### src/rtl/autoconfig_ctrl.sv
// autoconfig_ctrl: Zorro II autoconfig sequencer for a FastRAM board followed by an IDE board,
// with registered chip selects for the configured boards.
module autoconfig_ctrl (
  input  logic        CPU_CLK,
  input  logic        RESET,
  input  logic        CPU_AS,
  input  logic        RW,
  input  logic        UDS,
  input  logic [23:1] A,
  input  logic [3:0]  D_IN,
  output logic [3:0]  D_OUT,
  output logic        D_OE,
  output logic        INTERNAL_CYCLE,
  output logic        RAM_CE,
  output logic        IDE_CE,
  output logic [1:0]  CFG_STATE
);
  typedef enum logic [1:0] {CFG_RAM = 2'b00, CFG_IDE = 2'b01, DONE = 2'b10} state_t;
  state_t      state, state_nx;
  logic [1:0]  ram_base;
  logic [7:0]  ide_base;
  logic [3:0]  pend;
  logic        ram_cfg, ide_cfg, oneshot;
  logic [7:0]  offset, byte_val;
  logic [3:0]  nib;
  logic        ram_hit, ide_hit, ac_hit, ac_rd, wr;
  logic        unused;
  assign unused    = ^A[15:8];
  assign offset    = {A[7:1], 1'b0};
  assign ram_hit   = ram_cfg && A[23:22] == ram_base;
  assign ide_hit   = ide_cfg && A[23:16] == ide_base && !ram_hit;
  assign ac_hit    = A[23:16] == 8'hE8 && state != DONE && !ram_hit && !ide_hit;
  assign ac_rd     = !CPU_AS && ac_hit && RW;
  assign wr        = !CPU_AS && !RW && !UDS && ac_hit && !oneshot;
  assign CFG_STATE = state;
  always_comb begin
    byte_val = 8'h00;
    case (offset[5:2])
      4'd0: byte_val = state == CFG_RAM ? 8'hE7 : 8'hC1;
      4'd1: byte_val = state == CFG_RAM ? 8'h01 : 8'h02;
      4'd2: byte_val = state == CFG_RAM ? 8'hC0 : 8'h00;
      4'd4: byte_val = 8'h07;
      4'd5: byte_val = 8'hDB;
      default: byte_val = 8'h00;
    endcase
    // only byte 0 is presented true; the rest of the ROM reads inverted
    if (offset[5:2] != 4'd0) byte_val = ~byte_val;
    nib = offset[7:6] != 2'b00 ? 4'hF : offset[1] ? byte_val[3:0] : byte_val[7:4];
  end
  always_comb begin
    state_nx = state;
    if (wr && (offset == 8'h48 || offset == 8'h4C))
      state_nx = state == CFG_RAM ? CFG_IDE : DONE;
  end
  always_ff @(posedge CPU_CLK or negedge RESET)
    if (!RESET) state <= CFG_RAM;
    else        state <= state_nx;
  always_ff @(posedge CPU_CLK or negedge RESET)
    if (!RESET) begin
      ram_base       <= 2'b00;
      ide_base       <= 8'h00;
      pend           <= 4'h0;
      ram_cfg        <= 1'b0;
      ide_cfg        <= 1'b0;
      oneshot        <= 1'b0;
      RAM_CE         <= 1'b1;
      IDE_CE         <= 1'b1;
      INTERNAL_CYCLE <= 1'b1;
      D_OE           <= 1'b0;
      D_OUT          <= 4'hF;
    end else begin
      oneshot <= CPU_AS ? 1'b0 : oneshot | wr;
      if (wr && offset == 8'h48 && state == CFG_RAM) begin
        ram_base <= D_IN[3:2];
        ram_cfg  <= 1'b1;
      end
      if (wr && offset == 8'h4A && state == CFG_IDE) pend <= D_IN;
      if (wr && offset == 8'h48 && state == CFG_IDE) begin
        ide_base <= {D_IN, pend};
        ide_cfg  <= 1'b1;
      end
      RAM_CE         <= CPU_AS | !ram_hit;
      IDE_CE         <= CPU_AS | !ide_hit;
      INTERNAL_CYCLE <= CPU_AS | !(ram_hit | ide_hit | ac_hit);
      D_OE           <= ac_rd;
      D_OUT          <= ac_rd ? nib : 4'hF;
    end
endmodule

### config.mk
export PLATFORM = sky130hd
export DESIGN_NAME = autoconfig_ctrl
export DESIGN_NICKNAME = d
export VERILOG_FILES = /design/src/rtl/autoconfig_ctrl.sv
export SDC_FILE = /design/constraint.sdc
export NUM_CORES = 1
export LEC_CHECK = 0
export BUFFER_PORTS_ARGS = -buffer_cell sky130_fd_sc_hd__buf_4
export CAP_MARGIN = 20
export CORE_MARGIN = 1
export CORE_UTILIZATION = 54
export DETAILED_ROUTE_END_ITERATION = 6
export PLACE_DENSITY = 0.95
export SKIP_LAST_GASP = 1
export SYNTH_ARGS = -nofsm -noshare
export SYNTH_HDL_FRONTEND = slang
export SYNTH_SLANG_ARGS = --single-unit
### constraint.sdc
create_clock -name CPU_CLK -period 5.1 [get_ports CPU_CLK]
set_input_delay 1.53 -clock CPU_CLK [delete_from_list [all_inputs] [get_ports CPU_CLK]]
set_output_delay 1.53 -clock CPU_CLK [all_outputs]
set_load 0.02 [all_outputs]
==> metrics.cfg, run 1 <==
[layout]
area_delta_synth_final_pct = 20.5
regArea_um2 = 684
diodes = 0
nNetsFinal = 183
multiInputGateArea_um2 = 646
layout-drive-gt1-share = 0.413
design_area_um2 = 1650
nFillCells = 167
fin_util = 0.720

[global_routing]
grt_pass1_vias = 1018
track_usage = 0.231
antenna_found_initial = 0
grt_max_degree = 28
grt-ovfl-total = 0
grt_pass1_wl_mm = 4.53

[placement]
dp_hpwl_mm = 2.10
gp_congestion = 0.912
io_buffer_count = 33
place_area_um2 = 1620

[synthesis]
synth_compound_area_frac = 0.0583
synth.largest_area_cell = dfrtp_1
synth-edff-count = 0
yosysWarningCount = 0
synthTopCellsByArea = dfrtp_1 36%, dfstp_2 13%, mux2_4 8.8%, xnor2_1 6.4%, mux2_2 5.7%
yosys.area_share.simple = 0.203
synth_top_family_by_area = simple AND/OR/NAND/NOR gates
synth_top_area_share = 0.365
synthXorXnorAreaFrac = 0.0638
syn_inst = 117
synth.net_count = 149
syn_avg_cell_area_um2 = 11.7
async_flop_share = 1.00
synth_mux_area_frac = 0.145
synth_common_cells = 20 x dfrtp_1, 10 x xnor2_1, 8 x mux2_4, 8 x nand3_1
synthAdderAreaFrac = 0
yosysSeqAreaShare = 0.499
synth_most_common_cell = dfrtp_1
ys_ff_latch = 27
synth_ff_type = dfrtp_1
syn_area_um2 = 1370
ys_types = 32

[clock_network]
cts_sinks = 27
htree_levels = 1
clkTransAtPathRegs_ns = 0.16
cts-root-buf = clkbuf_4
cts_setup_buffers = 0
clock_path_buffers = 2
cts_resized = 0
numCtsBuffers = 3
ctsHoldBuffers = 0
insertion_delay_ns = 0.33
cts_tree = done

[outcome]
outcome = finished clean

[critical_path]
crit_type = input pin to flop
cp_slowest_cell = or4_1
slowest_delay_ns = 0.69
path_max_fanout = 9
critPathArrivalTime_ns = 3.67
setup.worst_path.end_class = flop
critPathTopFamily = simple AND/OR/NAND/NOR gates
crit_chain = buf_4 -> or4_4 -> nor4_4 -> nand3_1 -> or4_1 -> mux2_4
cp_num_buf_inv = 1
cp.required_ns = 5.32
cp-start-kind = input pin

[worst_hold_path]
hold_class = flop to flop

[sta]
rsz0062_at_grt = false
holdWs_ns = 0.503
max_freq_mhz = 290
maxSlewViolCount = 0
hold_viol = 0
relSlewSlack = 0.449
tightest_slew_ns = 0.820
fin_crit_ns = 3.45
clock_skew_ns = 0.00915
period_share = 0.676
finalSetupViolations = 0
setup_tns_ns = 0

[floorplan]
ios = 42
start_util = 0.597
dieArea_um2 = 2750
die_y_um = 52.4
die_w_um = 52.4
num_rows = 17
placeableCoreArea_um2 = 2300

[power_and_ir_drop]
p_int_w = 0.000263
power_frac_seq = 0.617
p_per_area_nw_per_um2 = 210
power.switching_w = 0.0000852
switching_share = 0.245
pwr-share-clk = 0.274
ir_worst_vdd_mv = 0.228
combPwrFrac = 0.110
p_leak_nw = 0.774
power_w = 0.000348

[route]
drc = 0
vias_per_cell = 5.85
dr.first_iter.drc_count = 20
drt_wl_total_mm = 2.75
detail-route-antenna-nets = 0
vias = 1042
routedWlPerCell_um = 15.5
dr.pass1.iters = 4

[flow_run]
maxCapViolations = 0

metrics by stage:
stage,std cells,setup WS (ns)
4_1_cts,178,1.64
2_1_floorplan,117,1.71
6_report,178,1.65
5_1_grt,178,1.58
3_5_place_dp,174,1.29
3_3_place_gp,174,1.33
area by class of cell:
class,instances,area share
inverter,3,0.00681
clock inverter,1,0.00454
tap,28,0.0212
timing repair buffer,33,0.150
multi-input combinational,83,0.390
sequential,27,0.414
clock buffer,3,0.0136
power by group through the flow:
stage | clock, W | sequential [W] | combinational, W
after floorplan | 0 | 0.000218 | 0.0000146
after global placement | 0 | 0.000218 | 0.0000363
after detailed placement | 0 | 0.000218 | 0.0000381
after CTS | 0.0000956 | 0.000215 | 0.0000383
after global routing | 0.000106 | 0.000215 | 0.0000423
final | 0.0000952 | 0.000215 | 0.0000382
worst reg2reg max path, cell delays in order, from the launching register on:
cell and delay, ns:
dfrtp_1 0.43, xnor2_1 0.16, nand4_1 0.13, nor3_1 0.69
or4_1 0.57, mux2_4 0.35
flip-flops by register name (all words and copies together) (netlist names):
name	flops
ram_cfg	1
D_OE	1
RAM_CE	1
IDE_CE	1
INTERNAL_CYCLE	1
oneshot	1
CFG_STATE	2
ide_cfg	1
pend	4
D_OUT	4
ide_base	8
ram_base	2
layout by cell type, fill, tap and decap left out, types with 2 or more instances in the layout:
master	Yosys	routed
nor4_1	2	2
xnor2_1	10	10
or4_1	2	2
nor2_1	4	4
inv_1	3	3
a31oi_1	2	2
nand4_1	4	4
dfstp_2	7	7
mux2_4	8	8
o21ai_0	4	4
nor4b_1	4	4
nand2_1	7	7
buf_4	0	33
mux2_2	7	7
nand3_1	8	8
nor3_1	5	5
clkbuf_4	0	3
a21o_1	2	2
dfrtp_1	20	20
a21oi_1	3	3
worst paths after layout:
check | slack, ns | cells past startpoint | from | endpoint
hold reg to reg | 0.50 | 1 | ram_cfg | RAM_CE
setup / recovery | 1.65 | 6 | RW | ide_base[3]
min in group asynchronous | 1.08 | 1 | RESET | ide_base[5]
hold / removal | 0.50 | 1 | ram_cfg | RAM_CE
max in group asynchronous | 3.72 | 1 | RESET | D_OUT[1]
setup reg to reg | 2.67 | 5 | ide_base[1] | ide_base[3]
cells by family after synthesis:
| group | after synthesis |
|---|---|
| DFF | 27 |
| AOI/OAI and AO/OA | 13 |
| muxes | 15 |
| xor gates and xnor gates | 10 |
| buffers and inverters | 7 |
| and+or+nand+nor | 45 |
layer usage:
layer | global-route usage | up-vias | share of wire
li1 | - | 492 | -
met1 | 0.267 | 515 | 0.41
met5 | 0 | - | 0
met4 | 0.105 | 0 | 0.0094
met3 | 0.0203 | 2 | 0.049
met2 | 0.424 | 33 | 0.53
No activity file was read; power rests on OpenSTA's default activity.
==> inputs of run 2 (changes only) <==
--- a/config.mk
+++ b/config.mk
@@ -5,12 +5,14 @@
 export SDC_FILE = /design/constraint.sdc
 export NUM_CORES = 1
 export LEC_CHECK = 0
+export ABC_AREA = 1
 export BUFFER_PORTS_ARGS = -buffer_cell sky130_fd_sc_hd__buf_4
 export CAP_MARGIN = 20
+export CORE_ASPECT_RATIO = 0.5
 export CORE_MARGIN = 1
-export CORE_UTILIZATION = 54
+export CORE_UTILIZATION = 47
 export DETAILED_ROUTE_END_ITERATION = 6
-export PLACE_DENSITY = 0.95
+export PLACE_DENSITY = 0.88
 export SKIP_LAST_GASP = 1
 export SYNTH_ARGS = -nofsm -noshare
 export SYNTH_HDL_FRONTEND = slang
==> constraint.sdc (replaced) <==
create_clock -name CPU_CLK -period 3.1 [get_ports CPU_CLK]
set_input_delay 0.93 -clock CPU_CLK [delete_from_list [all_inputs] [get_ports CPU_CLK]]
set_output_delay 0.93 -clock CPU_CLK [all_outputs]
set_load 0.02 [all_outputs]
==> metrics.cfg, run 2 <==
[synthesis]
synth-edff-count = 0  ; unchanged
synth.net_count = 222  ; +49%
synth_top_area_share = 0.325  ; -0.0400
ys_types = 30  ; -6.3%
syn_area_um2 = 1540  ; +12%
ys_ff_latch = 27  ; unchanged
synth.largest_area_cell = dfrtp_1
syn_avg_cell_area_um2 = 8.11  ; -31%
syn_inst = 190  ; +62%
synth_common_cells = 63 x nand2_1, 21 x inv_1, 20 x dfrtp_1
synth_ff_type = dfrtp_1
async_flop_share = 1.00  ; unchanged
synthTopCellsByArea = dfrtp_1 32%, nand2_1 15%, dfstp_2 12%, nand3_1 5.8%, nand4_1 5.3%
yosysWarningCount = 0  ; unchanged
yosysSeqAreaShare = 0.444  ; -0.0546
synth_most_common_cell = nand2_1

[sta]
relSlewSlack = 0.696  ; +0.246
period_share = 0.675
finalSetupViolations = 0  ; unchanged
max_freq_mhz = 478
clock_skew_ns = 0.00324  ; -0.00592 ns
rsz0062_at_grt = false
fin_crit_ns = 2.09
hold_viol = 0  ; unchanged
setup_tns_ns = 0  ; unchanged
maxSlewViolCount = 0  ; unchanged
tightest_slew_ns = 0.455  ; -0.365 ns

[clock_network]
clkTransAtPathRegs_ns = 0.09  ; -0.07 ns
cts_setup_buffers = 0  ; unchanged
clock_path_buffers = 2  ; unchanged
ctsHoldBuffers = 0  ; unchanged
insertion_delay_ns = 0.27  ; -0.06 ns
cts_sinks = 27  ; unchanged
cts-root-buf = clkbuf_8
numCtsBuffers = 3  ; unchanged
cts_resized = 0  ; unchanged
htree_levels = 1  ; unchanged
cts_tree = done

[layout]
final_common_cell = nand2_1
largest_reg_flops = 8  ; unchanged
area_delta_synth_final_pct = 21.3
mostFrequentLayoutCells = 63 x nand2_1, 34 x buf_4, 21 x inv_1
regMostFlops = ide_base
diodes = 0  ; unchanged
reg_top3 = ide_base (8), D_OUT (4), pend (4)
stdcell_count = 266  ; +49%
nNetsFinal = 259  ; +42%
layout-drive-gt1-share = 0.270  ; -0.143

[global_routing]
grt_pass1_vias = 1265  ; +24%
antenna_found_initial = 0  ; unchanged
grt_max_degree = 28  ; unchanged
grt_pass1_wl_mm = 5.51  ; +22%
grt-ovfl-total = 0  ; unchanged
track_usage = 0.197  ; -0.0340

[critical_path]
setup.worst_path.end_class = flop
crit_top_cell = nand2_1
slowest_delay_ns = 0.29  ; -0.40 ns
endpoint = ide_base[2]
reg2reg_from = CFG_STATE[1]
crit_type = input pin to flop
path_max_fanout = 18  ; +9
r2r_cells = 8  ; +3
cp-startpoint = A[18]
critPathArrivalTime_ns = 2.26  ; -1.41 ns
r2r-end = ide_base[2]
reg2reg_slack_ns = 1.33  ; -1.34 ns
cp-start-kind = input pin
cp_slowest_cell = or2_2
crit_chain = buf_4 -> inv_2 -> or2_2 -> nand2_1 -> nor2_1 -> nand3_2 -> nand4_4 -> nor2_8 -> nand3_4 -> nand2_1 -> nand2_1
cp.required_ns = 3.26  ; -2.06 ns

[floorplan]
dieArea_um2 = 3530  ; +28%
die_y_um = 42.5  ; -19%
num_rows = 14  ; -3
start_util = 0.503  ; -0.0946
die_w_um = 83.0  ; +58%
ios = 42  ; unchanged
placeableCoreArea_um2 = 3070  ; +33%

[worst_hold_path]
hold_class = flop to flop

[placement]
dp_hpwl_mm = 2.61  ; +24%
gp_congestion = 0.811  ; -11%
io_buffer_count = 33  ; unchanged
placed_cells_incl_taps = 262  ; +51%

[power_and_ir_drop]
p_leak_nw = 0.932  ; +20%
ir_worst_vdd_mv = 0.199  ; -13%
p_per_area_nw_per_um2 = 335  ; +59%

[route]
drt_wl_total_mm = 3.31  ; +20%
routedWlPerCell_um = 12.5  ; -20%
detail-route-antenna-nets = 0  ; unchanged
drc = 0  ; unchanged
vias_per_cell = 5.41  ; -7.7%
vias = 1438  ; +38%
dr.pass1.iters = 4  ; unchanged
dr.first_iter.drc_count = 95  ; +380%

[outcome]
outcome = finished clean

[flow_run]
maxCapViolations = 0  ; unchanged

## run 2: layout make-up
| type | instances | area (um^2) |
|---|---|---|
| Clock buffer | 4 | 45.0 |
| Timing Repair Buffer | 34 | 255 |
| Fill cell | 248 | 1200 |
| Multi-Input combinational cell | 137 | 744 |
| Sequential cell | 27 | 684 |
| Inverter | 24 | 90.1 |
| Tap cell | 40 | 50.0 |
## run 2: cells by family (layout without fill, tap and decap cells)
| kind of cell | after synthesis | in the layout | share of synthesized area |
|---|---|---|---|
| buffers and inverters | 26 | 62 | 0.0731 |
| xor gates and xnor gates | 1 | 1 | 0.00568 |
| AOI/OAI and AO/OA | 12 | 12 | 0.0430 |
| DFF | 27 | 27 | 0.444 |
| and+or+nand+nor | 124 | 124 | 0.434 |
## run 2: power breakdown
group	internal, W	switching (W)
Combinational	0.0000328	0.0000432
Clock	0.0000919	0.000103
Sequential	0.000354	0.000000296
Total	0.000479	0.000146
## run 2: critical path: cells and delay by family
family / cells / cell delay, ns
simple gates: 9 / 1.21
buf+inv: 2 / 0.12
## run 2: layer usage
metal  vias up  wire (um)  global-route usage
li1        700          -                   -
met1       689       1480               0.251
met2        45       1630               0.351
met3         4        164              0.0413
met4         0         32              0.0414
met5         -          0                   0
## run 2: how the worst min path moves through the flow
stage | from | cells after the start | to
final | pend[3] | 2 | pend[3]
after global routing | ide_cfg | 2 | ide_cfg
after CTS | pend[3] | 2 | pend[3]
after detailed placement | ide_cfg | 2 | ide_cfg
after global placement | pend[0] | 2 | pend[0]
after floorplan | ide_base[7] | 2 | ide_base[7]
## run 2: through the flow
stage	instance area (um^2)	utilization	worst slack, ns	power (W)	hold slack (ns)
after floorplan	1540	-	1.03	0.000394	0.442
after global placement	1820	0.595	0.782	0.000434	0.458
after detailed placement	1820	0.595	0.732	0.000437	0.470
after CTS	1870	0.610	1.01	0.000629	0.491
after global routing	1870	0.610	0.901	0.000645	0.501
final	1870	0.610	1.01	0.000625	0.489
==> inputs of run 3 (changes only) <==
--- a/config.mk
+++ b/config.mk
@@ -10,9 +10,9 @@
 export CAP_MARGIN = 20
 export CORE_ASPECT_RATIO = 0.5
 export CORE_MARGIN = 1
-export CORE_UTILIZATION = 47
+export CORE_UTILIZATION = 52
 export DETAILED_ROUTE_END_ITERATION = 6
-export PLACE_DENSITY = 0.88
+export PLACE_DENSITY = 0.91
 export SKIP_LAST_GASP = 1
 export SYNTH_ARGS = -nofsm -noshare
 export SYNTH_HDL_FRONTEND = slang
==> constraint.sdc (replaced) <==
create_clock -name CPU_CLK -period 2.12 [get_ports CPU_CLK]
set_input_delay 0.636 -clock CPU_CLK [delete_from_list [all_inputs] [get_ports CPU_CLK]]
set_output_delay 0.636 -clock CPU_CLK [all_outputs]
set_load 0.02 [all_outputs]
==> metrics.cfg, run 3 (synthesis results as in run 2) <==
[critical_path]
cp-start-kind = input pin
slowest_delay_ns = 0.28  ; about the same
cp.required_ns = 2.28  ; -0.98 ns
cp_slowest_cell = or2_2
crit_top_cell = nand2_1
critPathTopFamily = simple AND/OR/NAND/NOR gates
setup.worst_path.end_class = flop
critPathArrivalTime_ns = 1.96  ; -0.30 ns
cp-startpoint = A[18]
crit_chain = buf_4 -> inv_2 -> or2_2 -> nand2_1 -> nor2_1 -> nand3_2 -> nand4_4 -> nor2_8 -> nand3_4 -> nand2_1 -> nand2_1
crit_type = input pin to flop
reg2reg_from = CFG_STATE[0]
cp_num_buf_inv = 2  ; unchanged
path_max_fanout = 18  ; unchanged

[route]
drc = 0  ; unchanged
detail-route-antenna-nets = 0  ; unchanged
dr.first_iter.drc_count = 120  ; +26%
drt_wl_total_mm = 3.21  ; -3.0%
dr.pass1.iters = 4  ; unchanged
vias = 1408  ; -2.1%
routedWlPerCell_um = 12.2  ; -2.3%
vias_per_cell = 5.33  ; -1.3%

[clock_network]
clock_path_buffers = 2  ; unchanged
htree_levels = 1  ; unchanged
ctsHoldBuffers = 0  ; unchanged
cts_setup_buffers = 0  ; unchanged
numCtsBuffers = 3  ; unchanged
cts_sinks = 27  ; unchanged
cts_tree = done
cts-root-buf = clkbuf_8
insertion_delay_ns = 0.27  ; about the same
cts_resized = 0  ; unchanged
clkTransAtPathRegs_ns = 0.09  ; about the same

[placement]
gp_congestion = 0.835  ; +2.9%
place_area_um2 = 1830  ; +0.21%
dp_hpwl_mm = 2.46  ; -5.6%
io_buffer_count = 33  ; unchanged

[power_and_ir_drop]
power_w = 0.000918  ; +47%
power.switching_w = 0.000218  ; +49%
p_leak_nw = 0.937  ; +0.59%
p_per_area_nw_per_um2 = 490  ; +47%
switching_share = 0.237  ; +0.00286
pwr-share-clk = 0.315  ; +0.003
ir_worst_vdd_mv = 0.321  ; +61%
combPwrFrac = 0.121  ; about the same
p_int_w = 0.000701  ; +46%
power_frac_seq = 0.564  ; -0.003

[floorplan]
ios = 42  ; unchanged
dieArea_um2 = 3200  ; -9.3%
die_w_um = 79  ; -4.8%
placeableCoreArea_um2 = 2700  ; -12%
num_rows = 13  ; -1
start_util = 0.571  ; +0.0680
die_y_um = 40.5  ; -4.7%

[sta]
holdWs_ns = 0.252  ; -0.236 ns
finalSetupViolations = 0  ; unchanged
tightest_slew_ns = 0.459  ; +0.00335 ns
clock_skew_ns = 0.00441  ; +0.00117 ns
setup_tns_ns = 0  ; unchanged
hold_viol = 0  ; unchanged
rsz0062_at_grt = false
period_share = 0.847
fin_crit_ns = 1.79
relSlewSlack = 0.690  ; -0.00513
maxSlewViolCount = 0  ; unchanged
max_freq_mhz = 557

[global_routing]
grt_max_degree = 28  ; unchanged
antenna_found_initial = 0  ; unchanged
grt-ovfl-total = 0  ; unchanged
grt_pass1_wl_mm = 5.26  ; -4.6%
track_usage = 0.225  ; +0.0281
grt_pass1_vias = 1190  ; -5.9%

[layout]
regMostFlops = ide_base
area_delta_synth_final_pct = 21.5
nFillCells = 203  ; -18%
layout-drive-gt1-share = 0.273  ; +0.00322
nNetsFinal = 260  ; +0.39%
reg_top3 = ide_base (8), D_OUT (4), pend (4)
final_common_cell = nand2_1
design_area_um2 = 1870  ; +0.20%
mostFrequentLayoutCells = 63 x nand2_1, 35 x buf_4, 21 x inv_1
diodes = 0  ; unchanged
largest_reg_flops = 8  ; unchanged
fin_util = 0.694  ; +0.0839

[flow_run]
maxCapViolations = 0  ; unchanged

[worst_hold_path]
hold_class = input pin to async pin

[outcome]
outcome = finished clean

run 3: changes by cell type in the layout (fill, tap and decap cells not counted):
| cell | before | now |
|---|---|---|
| buf_4 | 34 | 35 |
run 3: worst paths after layout:
path / end / slack (ns) / cells after the start
min reg2reg: pend[1] / 0.48 / 2
max in group asynchronous: INTERNAL_CYCLE / 1.56 / 1
min in group CPU_CLK: pend[1] / 0.48 / 2
min: pend[3] / 0.25 / 1
max: ide_base[7] / 0.33 / 11
max reg2reg: ide_base[7] / 0.34 / 9
run 3: cell type report:
type                            count  area [um^2]  area share
Timing Repair Buffer               35          263       0.140
Multi-Input combinational cell    137          744       0.397
Inverter                           24         90.1      0.0481
Clock buffer                        4         45.0      0.0240
Sequential cell                    27          684       0.365
Tap cell                           37         46.3      0.0247
run 3: power by group through the flow:
| stage | clock, W | sequential [W] | combinational (W) |
|---|---|---|---|
| floorplan | 0 | 0.000530 | 0.0000452 |
| global placement | 0 | 0.000528 | 0.000106 |
| detailed placement | 0 | 0.000528 | 0.000110 |
| CTS | 0.000294 | 0.000518 | 0.000111 |
| global route | 0.000313 | 0.000519 | 0.000123 |
| finish | 0.000289 | 0.000518 | 0.000111 |
run 3: worst register-to-register path: cells and delay by family (launching register included):
kind          cells  cell delay [ns]
flops             1             0.42
buf+inv           1             0.08
simple gates      8             1.19
run 3: metrics by stage:
| stage | worst slack [ns] | instances |
|---|---|---|
| after global placement | 0.100 | 260 |
| after CTS | 0.334 | 264 |
| after floorplan | 0.346 | 190 |
| after global routing | 0.198 | 264 |
| after detailed placement | 0.0674 | 260 |
| final | 0.325 | 264 |
run 3: metal layers:
layer  routed length (um)  GRT usage
met5                    0          0
met2                 1530      0.416
met1                 1510      0.287
met3                  152     0.0455
met4                   19     0.0364
